===== src/rtl/hazard_scoreboard.sv =====
// hazard_scoreboard
// Tracks the micro-instructions that have left decode and stalls decode when
// the instruction there would read a resource (W, CY, or a register) that a
// tracked instruction still has to write. It also reports a branch reaching
// stage BR_STAGE, the number of occupied stages, and a saturating count of
// stall cycles.
//
// Ports
//   clk, rst        clock, asynchronous active-high reset
//   dec_valid       micro-instruction present in decode
//   dec_a           source register index read by decode
//   dec_c           destination tag of decode (low REG_AW bits compared)
//   dec_t           T flags: [0] rd W, [1] wr W, [2] rd Rj, [3] wr Ri,
//                   [4] rd CY, [5] wr CY, [6] wr PC
//   advance         pipeline enable, 0 freezes the tracked stages
//   flush           drop every tracked entry
//   hold            stall decode this cycle (combinational)
//   branch_update   branch occupies stage BR_STAGE (combinational from state)
//   pending         number of valid tracked entries
//   stall_cnt       saturating count of cycles with hold=1
module hazard_scoreboard #(
  parameter int unsigned REG_AW   = 5,
  parameter int unsigned DEPTH    = 3,
  parameter int unsigned BR_STAGE = 1,
  parameter int unsigned SC_W     = 16
) (
  input  logic                         clk,
  input  logic                         rst,
  input  logic                         dec_valid,
  input  logic [REG_AW-1:0]            dec_a,
  input  logic [REG_AW:0]              dec_c,
  input  logic [6:0]                   dec_t,
  input  logic                         advance,
  input  logic                         flush,
  output logic                         hold,
  output logic                         branch_update,
  output logic [$clog2(DEPTH+1)-1:0]   pending,
  output logic [SC_W-1:0]              stall_cnt
);

  localparam int unsigned CW = REG_AW + 1;
  localparam int unsigned TW = 7;
  localparam int unsigned PW = $clog2(DEPTH + 1);

  localparam logic [TW-1:0] BR_T_A = 7'b1000001;
  localparam logic [TW-1:0] BR_T_B = 7'b1010000;

  // Entry 0 is the youngest; entry DEPTH-1 retires on the next advance.
  logic [DEPTH-1:0] r_valid;
  logic [CW-1:0]    r_c [DEPTH];
  logic [TW-1:0]    r_t [DEPTH];
  logic [SC_W-1:0]  r_stall_cnt;

  logic             w_hit;
  logic [PW-1:0]    w_pending;
  logic [DEPTH-1:0] w_unused_ctag;

  // Hazard search: decode only compares against tracked entries, so an
  // instruction that reads and writes the same resource never blocks itself.
  always_comb begin
    w_hit = 1'b0;
    for (int unsigned k = 0; k < DEPTH; k++) begin
      if (r_valid[k]) begin
        if ((dec_t[0] && r_t[k][1]) ||
            (dec_t[4] && r_t[k][5]) ||
            (dec_t[2] && r_t[k][3] && (dec_a == r_c[k][REG_AW-1:0]))) begin
          w_hit = 1'b1;
        end
      end
    end
  end

  assign hold = dec_valid & w_hit;

  // Population count of the occupied stages.
  always_comb begin
    w_pending = '0;
    for (int unsigned k = 0; k < DEPTH; k++) begin
      w_pending = w_pending + PW'(r_valid[k]);
    end
  end

  assign pending = w_pending;

  assign branch_update = r_valid[BR_STAGE] &&
                         ((r_t[BR_STAGE] == BR_T_A) || (r_t[BR_STAGE] == BR_T_B));

  // The tag's top bit is carried with the entry but never compared.
  always_comb begin
    for (int unsigned k = 0; k < DEPTH; k++) begin
      w_unused_ctag[k] = r_c[k][REG_AW];
    end
  end

  // Tracked stages: flush beats advance; a held decode enters as a bubble.
  always_ff @(posedge clk or posedge rst) begin
    if (rst) begin
      r_valid <= '0;
      for (int unsigned k = 0; k < DEPTH; k++) begin
        r_c[k] <= '0;
        r_t[k] <= '0;
      end
    end else if (flush) begin
      r_valid <= '0;
    end else if (advance) begin
      for (int unsigned k = 1; k < DEPTH; k++) begin
        r_valid[k] <= r_valid[k-1];
        r_c[k]     <= r_c[k-1];
        r_t[k]     <= r_t[k-1];
      end
      r_valid[0] <= dec_valid & ~w_hit;
      r_c[0]     <= dec_c;
      r_t[0]     <= dec_t;
    end
  end

  // Stall counter counts every held cycle, frozen or not, and saturates.
  always_ff @(posedge clk or posedge rst) begin
    if (rst) begin
      r_stall_cnt <= '0;
    end else if (hold && (r_stall_cnt != {SC_W{1'b1}})) begin
      r_stall_cnt <= r_stall_cnt + SC_W'(1);
    end
  end

  assign stall_cnt = r_stall_cnt;

endmodule


===== config.mk =====
export PLATFORM = sky130hd
export DESIGN_NAME = hazard_scoreboard
export DESIGN_NICKNAME = d
export VERILOG_FILES = /design/src/rtl/hazard_scoreboard.sv
export SDC_FILE = /design/constraint.sdc
export NUM_CORES = 1
export LEC_CHECK = 0
export BUFFER_PORTS_ARGS = -buffer_cell sky130_fd_sc_hd__clkbuf_2
export CAP_MARGIN = 20
export CELL_PAD_IN_SITES_DETAIL_PLACEMENT = 1
export CELL_PAD_IN_SITES_GLOBAL_PLACEMENT = 2
export CORE_MARGIN = 1.5
export CORE_UTILIZATION = 40
export DETAILED_ROUTE_END_ITERATION = 8
export GPL_TIMING_DRIVEN = 0
export MAX_ROUTING_LAYER = met4
export PLACE_DENSITY_LB_ADDON = 0.1
export REMOVE_ABC_BUFFERS = 1
export SLEW_MARGIN = 10
export SYNTH_ARGS = -nofsm -noshare
export SYNTH_HDL_FRONTEND = slang
export SYNTH_SLANG_ARGS = --single-unit

===== constraint.sdc =====
create_clock -name clk -period 4.3 [get_ports clk]
set_clock_uncertainty 0.1 [all_clocks]
set_input_delay 0.645 -clock clk [delete_from_list [all_inputs] [get_ports clk]]
set_output_delay 0.645 -clock clk [all_outputs]
set_load 0.005 [all_outputs]

After elaboration in Yosys (flattened, before gate mapping)

Cells that the tools add are included.

Register bits: 54
Input bits: 23
Output and inout port bits: 20
Word-level logic and storage cells: 52

$add $sub $neg: 3
Equal/unequal tests: 6
Mux-type cells: 8
Bitwise logic cells: 4
Reductions and logical operators: 23

Operator list:

| kind                                           | count |
|---|---|
| adder 16 x 1 -> 16 bit (second input constant) | 1 |
| != test 16 bit (second input constant)         | 1 |
| == test 5 bit                                  | 3 |
| == test 7 bit (second input constant)          | 2 |
| logical AND 1 bit                              | 14 |
| logical OR 1 bit                               | 7 |
| two-way mux 1 bit                              | 6 |
| two-way mux 3 bit                              | 2 |
| adder 1 x 1 -> 2 bit                           | 1 |
| adder 2 x 1 -> 2 bit                           | 1 |
| bitwise AND 1 bit                              | 2 |
| NOT 1 bit                                      | 2 |
| AND reduction 2 bit                            | 1 |
| nonzero test 2 bit                             | 1 |

Depth between registers and ports, before layout

Gate-level depths: netlist of run 1.

Depth after elaboration: 13
Mapped depth: 7
Mapped depth without buffers: 7

Worst setup path after synthesis of run 1

No wires, ideal clock.

Path type: input to output
Start point: input dec_t[0]
End point: output hold
Arrival: 1.783 ns
Required time: 3.555 ns
Path slack: 1.772 ns
Stages: 5
Path buffers: 1
Path through: a22o_1 -> a22o_1 -> a2111oi_4 -> buf_6 -> nor2b_1

Longest elaborated chain between the ends: 10
Elaborated cells between the ends (all ways): 16
Those cells by class: mux: 6; bitwise: 1; reduce/logical: 9

RTL lines:

| what                  | RTL line | source |
|---|---|---|
| start: declaration    | 32       | `input logic [6:0] dec_t,` |
| logical AND 1 bit     | 64       | `if ((dec_t[0] && r_t[k][1]) \|\|` |
| logical OR 1 bit      | 64       |  |
| logical OR 1 bit      | 65       | `(dec_t[4] && r_t[k][5]) \|\|` |
| two-way mux 1 bit     | 64       |  |
| two-way mux 1 bit     | 63       | `if (r_valid[k]) begin` |
| two-way mux 1 bit     | 64       |  |
| two-way mux 1 bit     | 63       |  |
| two-way mux 1 bit     | 64       |  |
| two-way mux 1 bit (*) | 63       |  |
| bitwise AND 1 bit (*) | 73       | `assign hold = dec_valid & w_hit;` |
| end: declaration      | 35       | `output logic hold,` |

Every way passes the cells marked *; elsewhere a longest branch is shown, timed or not.

Worst setup path in the final report of run 1

Same ends and word-level chain as after synthesis.

==> flow_metrics.env, run 1 <==
export IMPL_ant_nets=0
export IMPL_cts_resized=0
export IMPL_cts_setup_buffers=0
export IMPL_crit_path_max_fanout=17
export IMPL_grt_first_pass_wirelength_um=8800
export IMPL_core_area_um2=5610
export IMPL_via_total_after_detailed_routing=1554
export IMPL_cts_max_level=2
export IMPL_final_net_count=252
export IMPL_clock_fmax_mhz=316
export IMPL_number_of_top_level_design_ports=43
export IMPL_postSynth_asyncResetShare=1.00
export IMPL_critPathSlowestCell="a2111oi_4"
export IMPL_syn_to_final_growth_pct=16.1
export IMPL_post_synth_num_cell_types=32
export IMPL_cellLeakagePower_uw=0.00131
export IMPL_maxSlewHeadroom=0.336
export IMPL_fin_ws_ns=1.14
export IMPL_cp_num_buf_inv=2
export IMPL_avgRoutedWirePerCell_um=17.4
export IMPL_crit_path_cell_trace="clkbuf_2, a22o_1, a22o_1, a2111oi_4, nor2b_1, clkbuf_2"
export IMPL_vdd_drop_max_v=0.000253
export IMPL_row_count=27
export IMPL_totalPowerFinal_uw=1140
export IMPL_drt_drc_violations_left=0
export IMPL_design_area_um2=2760
export IMPL_slew_violations=0
export IMPL_wl_um=5210
export IMPL_crit_path_end_kind="output pin"
export IMPL_die_height_um=80.1
export IMPL_num_antenna_cells=0
export IMPL_fp_dieArea_um2=6420
export IMPL_synth_enable_flop_cells=0
export IMPL_firstDrtPassIters=3
export IMPL_layout_drive_gt1_share=0.352
export IMPL_tritoncts_buffer_count=5
export IMPL_synthesis_area_per_instance_um2=13.0
export IMPL_cts_tree="yes"
export IMPL_post_synthesis_sequential_element_count=51
export IMPL_fillerInstances=612
export IMPL_synth_cell_area_um2=2380
export IMPL_path_class_of_the_lowest_slack_min_delay_path="input pin to async pin"
export IMPL_clock_tree_buffer_depth=2
export IMPL_setup_worst_path_class="input pin to output pin"
export IMPL_fin_crit_ns=3.16
export IMPL_grt_start_max_net_pins=41
export IMPL_post_route_period_util=0.736
export IMPL_dominantRegCellSynth="dfrtp_1"
export IMPL_path_delay_family="compound AO/OA/AOI/OAI gates"
export IMPL_most_used_cells_in_the_layout_excluding_fill_and_tap_cells="dfrtp_1 (51), clkbuf_2 (41), mux2_2 (25)"
export IMPL_initial_core_util=0.424
export IMPL_grt_overflow_total=0
export IMPL_floorplan_die_width_um=80.1
export IMPL_hold_viol_final=0
export IMPL_crit_path_max_cell_delay_ns=0.86
export IMPL_syn_instance_count=183
export IMPL_number_of_cells_after_detailed_placement=292
export IMPL_most_common_library_cell_in_the_layout_ignoring_fill_and_taps="dfrtp_1"
export IMPL_number_of_antenna_violations_at_the_first_check_in_global_routing=0
export IMPL_route_detailed_vias_per_inst=5.20
export IMPL_finalWeightedCongestion=0.741
export IMPL_clock_sinks=51
export IMPL_placed_cell_area_um2=2680
export IMPL_synthDominantAreaCellType="dfrtp_1"
export IMPL_synth_largest_type_area_fraction=0.536
export IMPL_layout_cells_non_filler=299
export IMPL_place_port_buffers=41
export IMPL_post_dp_hpwl_um=3800
export IMPL_drt_first_iter_violations=103
export IMPL_cap_violations=0
export IMPL_outcome="complete, no violations"
export IMPL_first_global_vias=1703
export IMPL_insertion_delay_ns=0.31
export IMPL_synth_seq_area_share=0.536
export IMPL_worst_slew_pin_slew_ns=0.996
export IMPL_cts_hold_repair_buffers=0
export IMPL_report_final_setup_viol=0
export IMPL_clk_pin_slew_ns=0.09
export IMPL_ys_warn_count=0
export IMPL_synth_top_cells_by_area="dfrtp_1 (54%), mux2_2 (12%), xor2_1 (6.3%)"
export IMPL_root_buffer="clkbuf_8"
export IMPL_critical_path_required_ns=3.56
export IMPL_grt_setup_unrepaired="false"
export IMPL_grt_usage=0.189
export IMPL_pwr_density_cell_nw_per_um2=412
export IMPL_detailedPlace_worstSlack_ns=1.12
export IMPL_worst_endpoint_arrival_ns=2.42
export IMPL_setup_total_negative_slack_ns=0
export IMPL_crit_path_start_kind="input pin"
[metal layers]
layer	share of wire	wire [um]	global-route usage
met1	0.47	2470	0.258
met2	0.47	2460	0.281
met3	0.037	194	0.0375
met4	0.017	89	0.0672
met5	0	0	-
[Yosys cell counts (2+ instances only)]
master and instances:
nor3_1 8, mux2_2 25, mux2_1 7, nand3_1 10
xor2_1 17, nand4_1 6, nand2_1 5, nor2_1 4
buf_1 3, a22o_1 3, nor3b_1 2, dfrtp_1 51
nor2b_1 2, mux2i_1 2, and4bb_1 2, nor4_1 4
and4_1 2, xnor2_1 14, and3_1 3
[cell type report]
| type | count | area [um2] | area share |
|---|---|---|---|
| Multi-Input combinational cell | 126 | 1080 | 0.391 |
| Clock buffer | 6 | 82.6 | 0.0299 |
| Sequential cell | 51 | 1280 | 0.462 |
| Tap cell | 72 | 90.1 | 0.0326 |
| Timing Repair Buffer | 42 | 225 | 0.0815 |
| Inverter | 1 | 3.75 | 0.00136 |
| Clock inverter | 1 | 5.00 | 0.00181 |
[worst paths after layout]
check	to	cells past startpoint	start	slack, ns
min reg2reg	stall_cnt[12]	1	stall_cnt[12]	0.39
max in group asynchronous	r_t[9]	3	rst	3.45
max reg2reg	stall_cnt[1]	5	r_t[8]	1.84
min	stall_cnt[5]	2	rst	0.15
min in group clk	stall_cnt[12]	1	stall_cnt[12]	0.39
max	hold	6	dec_t[0]	1.14
[metrics by stage]
step / hold slack (ns) / util
2_1_floorplan: 0.352 / -
3_3_place_gp: 0.366 / 0.472
5_1_grt: 0.166 / 0.493
4_1_cts: 0.149 / 0.493
3_5_place_dp: 0.375 / 0.477
6_report: 0.151 / 0.493
[where the power goes]
group | switching, uW | internal [uW] | leakage, uW
registers | 70.5 | 562 | 0.000638
logic | 93.7 | 128 | 0.000624
clock network | 158 | 127 | 0.0000470
[sequential cells by signal (all words and copies together), names as in the netlist]
| signal | cells |
|---|---|
| r_t | 17 |
| r_valid | 3 |
| r_c | 15 |
| stall_cnt | 16 |
[cells by family (layout without fill, tap and decap cells)]
logic type / count (synthesis) / in the layout / synth area share
AO/OA/AOI/OAI: 7 / 7 / 0.0315
XOR/XNOR: 31 / 31 / 0.114
adder cells (fa/ha/maj): 2 / 2 / 0.0137
buffers and inverters: 6 / 50 / 0.0126
flip-flops: 51 / 51 / 0.536
multiplexers: 35 / 35 / 0.166
AND/OR/NAND/NOR: 51 / 51 / 0.126
[worst register-to-register path, cell delays in order (launching register included)]
cell	delay [ns]
dfrtp_1	0.41
a22o_1	0.23
a22o_1	0.27
a2111oi_4	0.86
nor2_2	0.14
mux2_4	0.34
No activity file was read; power rests on OpenSTA's default activity.
==> run 2, diff against run 1 <==
CORE_UTILIZATION = 33   (was 40)
clock period = 2.62 ns   (was 4.3 ns; I/O delays follow)
==> run 2 against run 1 <==
Compared with the run above:
- the run now ends with hold timing left
- core utilization down 8.5 points
- highest routed layer unchanged
- final area is 1.4% higher
- worst hold slack worse by 0.16 ns
- largest cell class unchanged
==> flow_metrics.env, run 2 (synthesis results as in run 1) <==
export IMPL_layout_cells_non_filler=325
export IMPL_worst_slew_pin_slew_ns=0.897
export IMPL_die_height_um=87.9
export IMPL_drt_drc_violations_left=0
export IMPL_insertion_delay_ns=0.31
export IMPL_grt_setup_unrepaired="false"
export IMPL_clk_pin_slew_ns=0.10
export IMPL_power_sequential_fraction=0.562
export IMPL_cts_hold_repair_buffers=0
export IMPL_cts_tree="yes"
export IMPL_crit_path_end_kind="output pin"
export IMPL_crit_path_cell_trace="xnor2_1, nand4_1, nor3_1, a2111oi_4, nor2b_1, clkbuf_2"
export IMPL_floorplan_die_width_um=87.9
export IMPL_clock_sinks=51
export IMPL_clock_tree_buffer_depth=2
export IMPL_fin_ws_ns=0.358
export IMPL_number_of_cells_after_detailed_placement=316
export IMPL_pwr_density_cell_nw_per_um2=662
export IMPL_finalWeightedCongestion=0.743
export IMPL_slew_violations=0
export IMPL_crit_path_max_cell_delay_ns=0.41
export IMPL_core_area_um2=6870
export IMPL_firstDrtPassIters=4
export IMPL_setup_total_negative_slack_ns=0
export IMPL_timing_hold_ws_ns=-0.00528
export IMPL_grt_first_pass_wirelength_um=8350
export IMPL_wl_um=5090
export IMPL_most_common_library_cell_in_the_layout_ignoring_fill_and_taps="dfrtp_1"
export IMPL_syn_to_final_growth_pct=17.8
export IMPL_via_total_after_detailed_routing=1562
export IMPL_number_of_top_level_design_ports=43
export IMPL_cts_max_level=2
export IMPL_row_count=30
export IMPL_cellLeakagePower_uw=0.00131
export IMPL_num_antenna_cells=0
export IMPL_critical_path_required_ns=2.13
export IMPL_sw_pwr_uw=538
export IMPL_critPathSlowestCell="dfrtp_1"
export IMPL_initial_core_util=0.346
export IMPL_most_used_cells_in_the_layout_excluding_fill_and_tap_cells="dfrtp_1 (51), clkbuf_2 (41), mux2_2 (25)"
export IMPL_report_final_setup_viol=0
export IMPL_maxSlewHeadroom=0.400
export IMPL_cap_violations=0
export IMPL_place_port_buffers=41
export IMPL_fin_crit_ns=2.26
export IMPL_grt_start_max_net_pins=33
export IMPL_crit_path_max_fanout=3
export IMPL_internal_power_uw=1320
export IMPL_ant_nets=0
export IMPL_root_buffer="clkbuf_8"
export IMPL_outcome="complete, but fails checks"
export IMPL_path_class_of_the_lowest_slack_min_delay_path="input pin to async pin"
export IMPL_grt_overflow_total=0
export IMPL_hold_viol_final=22
export IMPL_detailedPlace_worstSlack_ns=-0.100
export IMPL_fp_dieArea_um2=7730
export IMPL_number_of_antenna_violations_at_the_first_check_in_global_routing=0
export IMPL_tritoncts_buffer_count=5
export IMPL_p_sw_frac=0.290
export IMPL_layout_drive_gt1_share=0.358
export IMPL_largest_register_ffs=17
export IMPL_final_net_count=253
export IMPL_setup_worst_path_class="flip-flop to output pin"
export IMPL_post_dp_hpwl_um=3830
export IMPL_first_global_vias=1680
export IMPL_worst_endpoint_arrival_ns=1.77
export IMPL_post_route_period_util=0.864
export IMPL_route_detailed_vias_per_inst=4.81
export IMPL_clock_fmax_mhz=442
export IMPL_grt_usage=0.147
export IMPL_clock_power_share=0.246
export IMPL_regMostFlops="r_t"
export IMPL_comb_power_share=0.192
export IMPL_avgRoutedWirePerCell_um=15.7
export IMPL_vdd_drop_max_v=0.000274
export IMPL_violated_checks="hold timing"
export IMPL_crit_path_start_kind="flip-flop"
export IMPL_drt_first_iter_violations=30
## run 2: metal layers
layer  GRT usage  vias to the layer above  share of wire
met5           -                        -              0
met4      0.0390                        0         0.0082
met3      0.0349                        4          0.032
met2       0.241                       28           0.51
met1       0.181                      791           0.45
li1            -                      739              -
## run 2: worst max-delay path, delay by kind of cell (launching register included)
kind	cells	cell delay [ns]
AND/OR/NAND/NOR	3	0.63
XOR/XNOR	1	0.20
buffers and inverters	1	0.13
AO/OA/AOI/OAI	1	0.09
flip-flops	1	0.41
## run 2: power by group through the flow
stage                     Combinational (uW)  Clock, uW  Sequential (uW)
final                                    356        457             1040
after global routing                     392        511             1060
after CTS                                366        477             1040
after detailed placement                 363          0             1060
after global placement                   346          0             1040
after floorplan                          257          0             1020
## run 2: metrics by stage
stage / util / power (uW) / cell area (um2)
6_report: 0.408 / 1860 / 2800
3_5_place_dp: 0.394 / 1420 / 2710
4_1_cts: 0.408 / 1890 / 2800
3_3_place_gp: 0.390 / 1390 / 2680
2_1_floorplan: - / 1280 / 2350
5_1_grt: 0.408 / 1970 / 2800
## run 2: layout make-up
| type | instances | area [um2] |
|---|---|---|
| fillers | 757 | 4070 |
| flip-flops and latches | 51 | 1280 |
| multi-input cells | 126 | 1080 |
| repair buffers | 43 | 233 |
| well taps | 96 | 120 |
| clock buffers | 5 | 68.8 |
| clock inverters | 3 | 20.0 |
| inverters | 1 | 3.75 |
## run 2: worst paths after layout
| check | startpoint | end | slack, ns | depth (start not counted) |
|---|---|---|---|---|
| worst max-delay path | r_c[13] | hold | 0.36 | 6 |
| worst min-delay path | rst | r_t[12] | -0.005 | 2 |
| worst max register to register | stall_cnt[0] | stall_cnt[11] | 0.38 | 7 |
| worst min register to register | stall_cnt[15] | stall_cnt[15] | 0.40 | 1 |
| max in group asynchronous | rst | r_valid[2] | 1.90 | 3 |
| min in group clk | dec_c[3] | r_c[15] | 0.20 | 2 |
## run 2: what timing repair did
item / in CTS / in global routing
setup buffers: 1 / 0
resized for setup: 0 / 0
endpoints found under the setup margin: 1 / 0
==> run 3, diff against run 2 <==
ABC_AREA = 1   (was unset)
CORE_UTILIZATION = 29   (was 33)
CTS_CLUSTER_SIZE = 28   (was unset)
SLEW_MARGIN = 20   (was 10)
==> run 3 against run 2 <==
Compared with the run above:
- the flow now finishes without violations
- wire length is 41% higher
- clock-buffer cell count is 3 higher
- final area is 14% higher
- clock power is 15% higher
- sequential share of layout area is 5.4 points lower
- first-iteration DRC count is 57% higher
- sequential power is 7% lower
- non-clock buffer count is 1 lower
==> flow_metrics.env, run 3 <==
export IMPL_cellLeakagePower_uw=0.00170
export IMPL_place_port_buffers=41
export IMPL_setup_worst_path_class="flip-flop to output pin"
export IMPL_internal_power_uw=1240
export IMPL_num_antenna_cells=0
export IMPL_die_height_um=100
export IMPL_path_class_of_the_lowest_slack_min_delay_path="input pin to async pin"
export IMPL_grt_overflow_total=0
export IMPL_row_count=35
export IMPL_syn_to_final_growth_pct=16.0
export IMPL_synth_seq_area_share=0.465
export IMPL_worst_endpoint_arrival_ns=1.77
export IMPL_layout_drive_gt1_share=0.160
export IMPL_crit_path_cell_trace="inv_1, nand2_1, nand2_1, nor2_1, nand3_1, nand2_1, nand2_1, nand3_4, nand2_1, inv_1, clkbuf_2"
export IMPL_clock_tree_buffer_depth=2
export IMPL_ys_warn_count=0
export IMPL_wl_um=7190
export IMPL_post_synth_num_cell_types=28
export IMPL_post_dp_hpwl_um=5120
export IMPL_synthDominantAreaCellType="dfrtp_1"
export IMPL_placed_cell_area_um2=3080
export IMPL_dominantRegCellSynth="dfrtp_1"
export IMPL_outcome="complete, no violations"
export IMPL_crit_path_max_cell_delay_ns=0.39
export IMPL_final_net_count=430
export IMPL_number_of_antenna_violations_at_the_first_check_in_global_routing=0
export IMPL_comb_power_share=0.173
export IMPL_synth_top_cells_by_area="dfrtp_1 (46%), nand2_1 (20%), inv_1 (5.9%)"
export IMPL_first_global_vias=2490
export IMPL_setup_worst_path_start="r_c[10]"
export IMPL_clock_fmax_mhz=442
export IMPL_postSynth_asyncResetShare=1.00
export IMPL_cp_num_buf_inv=3
export IMPL_grt_start_max_net_pins=52
export IMPL_route_detailed_vias_per_inst=4.58
export IMPL_cap_violations=0
export IMPL_design_area_um2=3180
export IMPL_clock_sinks=51
export IMPL_report_final_setup_viol=0
export IMPL_via_total_after_detailed_routing=2370
export IMPL_avgRoutedWirePerCell_um=13.9
export IMPL_most_used_cells_in_the_layout_excluding_fill_and_tap_cells="nand2_1 (145), dfrtp_1 (51), inv_1 (42)"
export IMPL_cts_hold_repair_buffers=0
export IMPL_final_core_util=0.346
export IMPL_grt_usage=0.161
export IMPL_slew_violations=0
export IMPL_critPathSlowestCell="dfrtp_1"
export IMPL_most_common_library_cell_in_the_layout_ignoring_fill_and_taps="nand2_1"
export IMPL_insertion_delay_ns=0.31
export IMPL_firstDrtPassIters=4
export IMPL_critical_path_required_ns=2.13
export IMPL_setup_total_negative_slack_ns=0
export IMPL_drt_drc_violations_left=0
export IMPL_number_of_cells_after_detailed_placement=509
export IMPL_vdd_drop_max_v=0.000209
export IMPL_ant_nets=0
export IMPL_finalWeightedCongestion=0.768
export IMPL_synthesis_area_per_instance_um2=7.48
export IMPL_grt_first_pass_wirelength_um=12500
export IMPL_critical_path_most_common_cell="nand2_1"
export IMPL_crit_path_max_fanout=19
export IMPL_cts_max_level=2
export IMPL_floorplan_die_width_um=100
export IMPL_root_buffer="clkbuf_8"
export IMPL_power_sequential_fraction=0.536
export IMPL_core_area_um2=9200
export IMPL_drt_first_iter_violations=47
export IMPL_synth_cell_area_um2=2750
export IMPL_synth_common_cells="nand2_1 (145), dfrtp_1 (51), inv_1 (43), o21ai_0 (27), nor2_1 (21)"
export IMPL_synth_most_common_cell="nand2_1"
export IMPL_crit_path_start_kind="flip-flop"
export IMPL_cts_tree="yes"
export IMPL_maxSlewHeadroom=0.548
export IMPL_initial_core_util=0.299
export IMPL_syn_instance_count=367
export IMPL_post_synthesis_sequential_element_count=51
export IMPL_fin_crit_ns=2.26
export IMPL_post_route_period_util=0.863
export IMPL_regMostFlops="r_t"
export IMPL_fp_dieArea_um2=10100
export IMPL_clk_pin_slew_ns=0.10
export IMPL_layout_cells_non_filler=517
export IMPL_grt_setup_unrepaired="false"
export IMPL_pwr_density_cell_nw_per_um2=568
export IMPL_hold_viol_final=0
export IMPL_number_of_top_level_design_ports=43
export IMPL_worst_slew_pin_slew_ns=0.678
export IMPL_largest_register_ffs=17
export IMPL_synth_enable_flop_cells=0
export IMPL_p_sw_frac=0.312
export IMPL_path_delay_family="simple AND/OR/NAND/NOR gates"
export IMPL_clock_power_share=0.291
export IMPL_timing_hold_ws_ns=0.0733
export IMPL_tritoncts_buffer_count=5
export IMPL_crit_path_end_kind="output pin"
export IMPL_synth_largest_type_area_fraction=0.465
export IMPL_r2r_start="stall_cnt[0]"
export IMPL_sw_pwr_uw=563
-- run 3: cell types whose count changed after synthesis, moves of 6 or more --
cell,previous run,this run
nand2_1,5,145
inv_1,1,43
o21ai_0,0,27
mux2_2,25,0
nor2_1,4,21
nand4_1,6,20
xor2_1,17,6
inv_2,0,7
mux2_1,7,0
nor3_1,8,1
xnor2_1,14,8
-- run 3: logic make-up (layout without fill, tap and decap cells) --
group	Yosys count	in the layout	synth area share
simple gates	204	204	0.323
buf+inv	62	101	0.0884
flops	51	51	0.465
compound gates	34	34	0.0670
xor+xnor	14	14	0.0447
fa+ha+maj	2	2	0.0119
-- run 3: area by class of cell --
cell class              count  area (um2)
flip-flops and latches     51        1280
clock buffers               8         100
multi-input cells         254        1240
inverters                  51         194
fillers                  1142        6010
repair buffers             42         233
well taps                 111         139
-- run 3: power groups by stage --
| stage | sequential, uW | clock, uW | combinational (uW) |
|---|---|---|---|
| floorplan | 961 | 0 | 201 |
| global placement | 979 | 0 | 303 |
| detailed placement | 985 | 0 | 319 |
| CTS | 969 | 547 | 322 |
| global route | 983 | 573 | 374 |
| finish | 969 | 527 | 312 |
-- run 3: worst paths after layout --
| path | to | slack [ns] | cells after the start |
|---|---|---|---|
| max | hold | 0.36 | 11 |
| min | r_t[8] | 0.07 | 2 |
| max reg2reg | stall_cnt[4] | 0.40 | 9 |
| min reg2reg | r_t[20] | 0.39 | 2 |
| max in group asynchronous | r_t[7] | 1.90 | 2 |
| min in group clk | r_t[17] | 0.18 | 3 |
-- run 3: per-stage QoR --
| stage | setup slack [ns] | total power, uW |
|---|---|---|
| 2_1_floorplan | -0.445 | 1160 |
| 3_3_place_gp | -2.37 | 1280 |
| 3_5_place_dp | 0.370 | 1300 |
| 4_1_cts | 0.154 | 1840 |
| 5_1_grt | 0.124 | 1930 |
| 6_report | 0.359 | 1810 |
-- run 3: worst reg2reg max path: stages, from the launching register on --
cell and delay, ns:
dfrtp_1 0.49, ha_1 0.31, nand3_1 0.16, inv_2 0.11
nand3_1 0.09, nor2_2 0.15, nand4_4 0.28, nand3_4 0.33
nand2_1 0.08, nand2_1 0.07
-- run 3: timing repair --
item	in CTS	in global routing
buffers inserted	0	0
endpoints found under the hold margin	0	0
setup endpoints to repair	0	1
gates resized for setup	0	1
-- run 3: layer usage --
metal  share of wire  track usage  wire (um)
met5               0            -          0
met4           0.010       0.0390         72
met3           0.021       0.0209        149
met2            0.45        0.244       3220
met1            0.52        0.229       3750
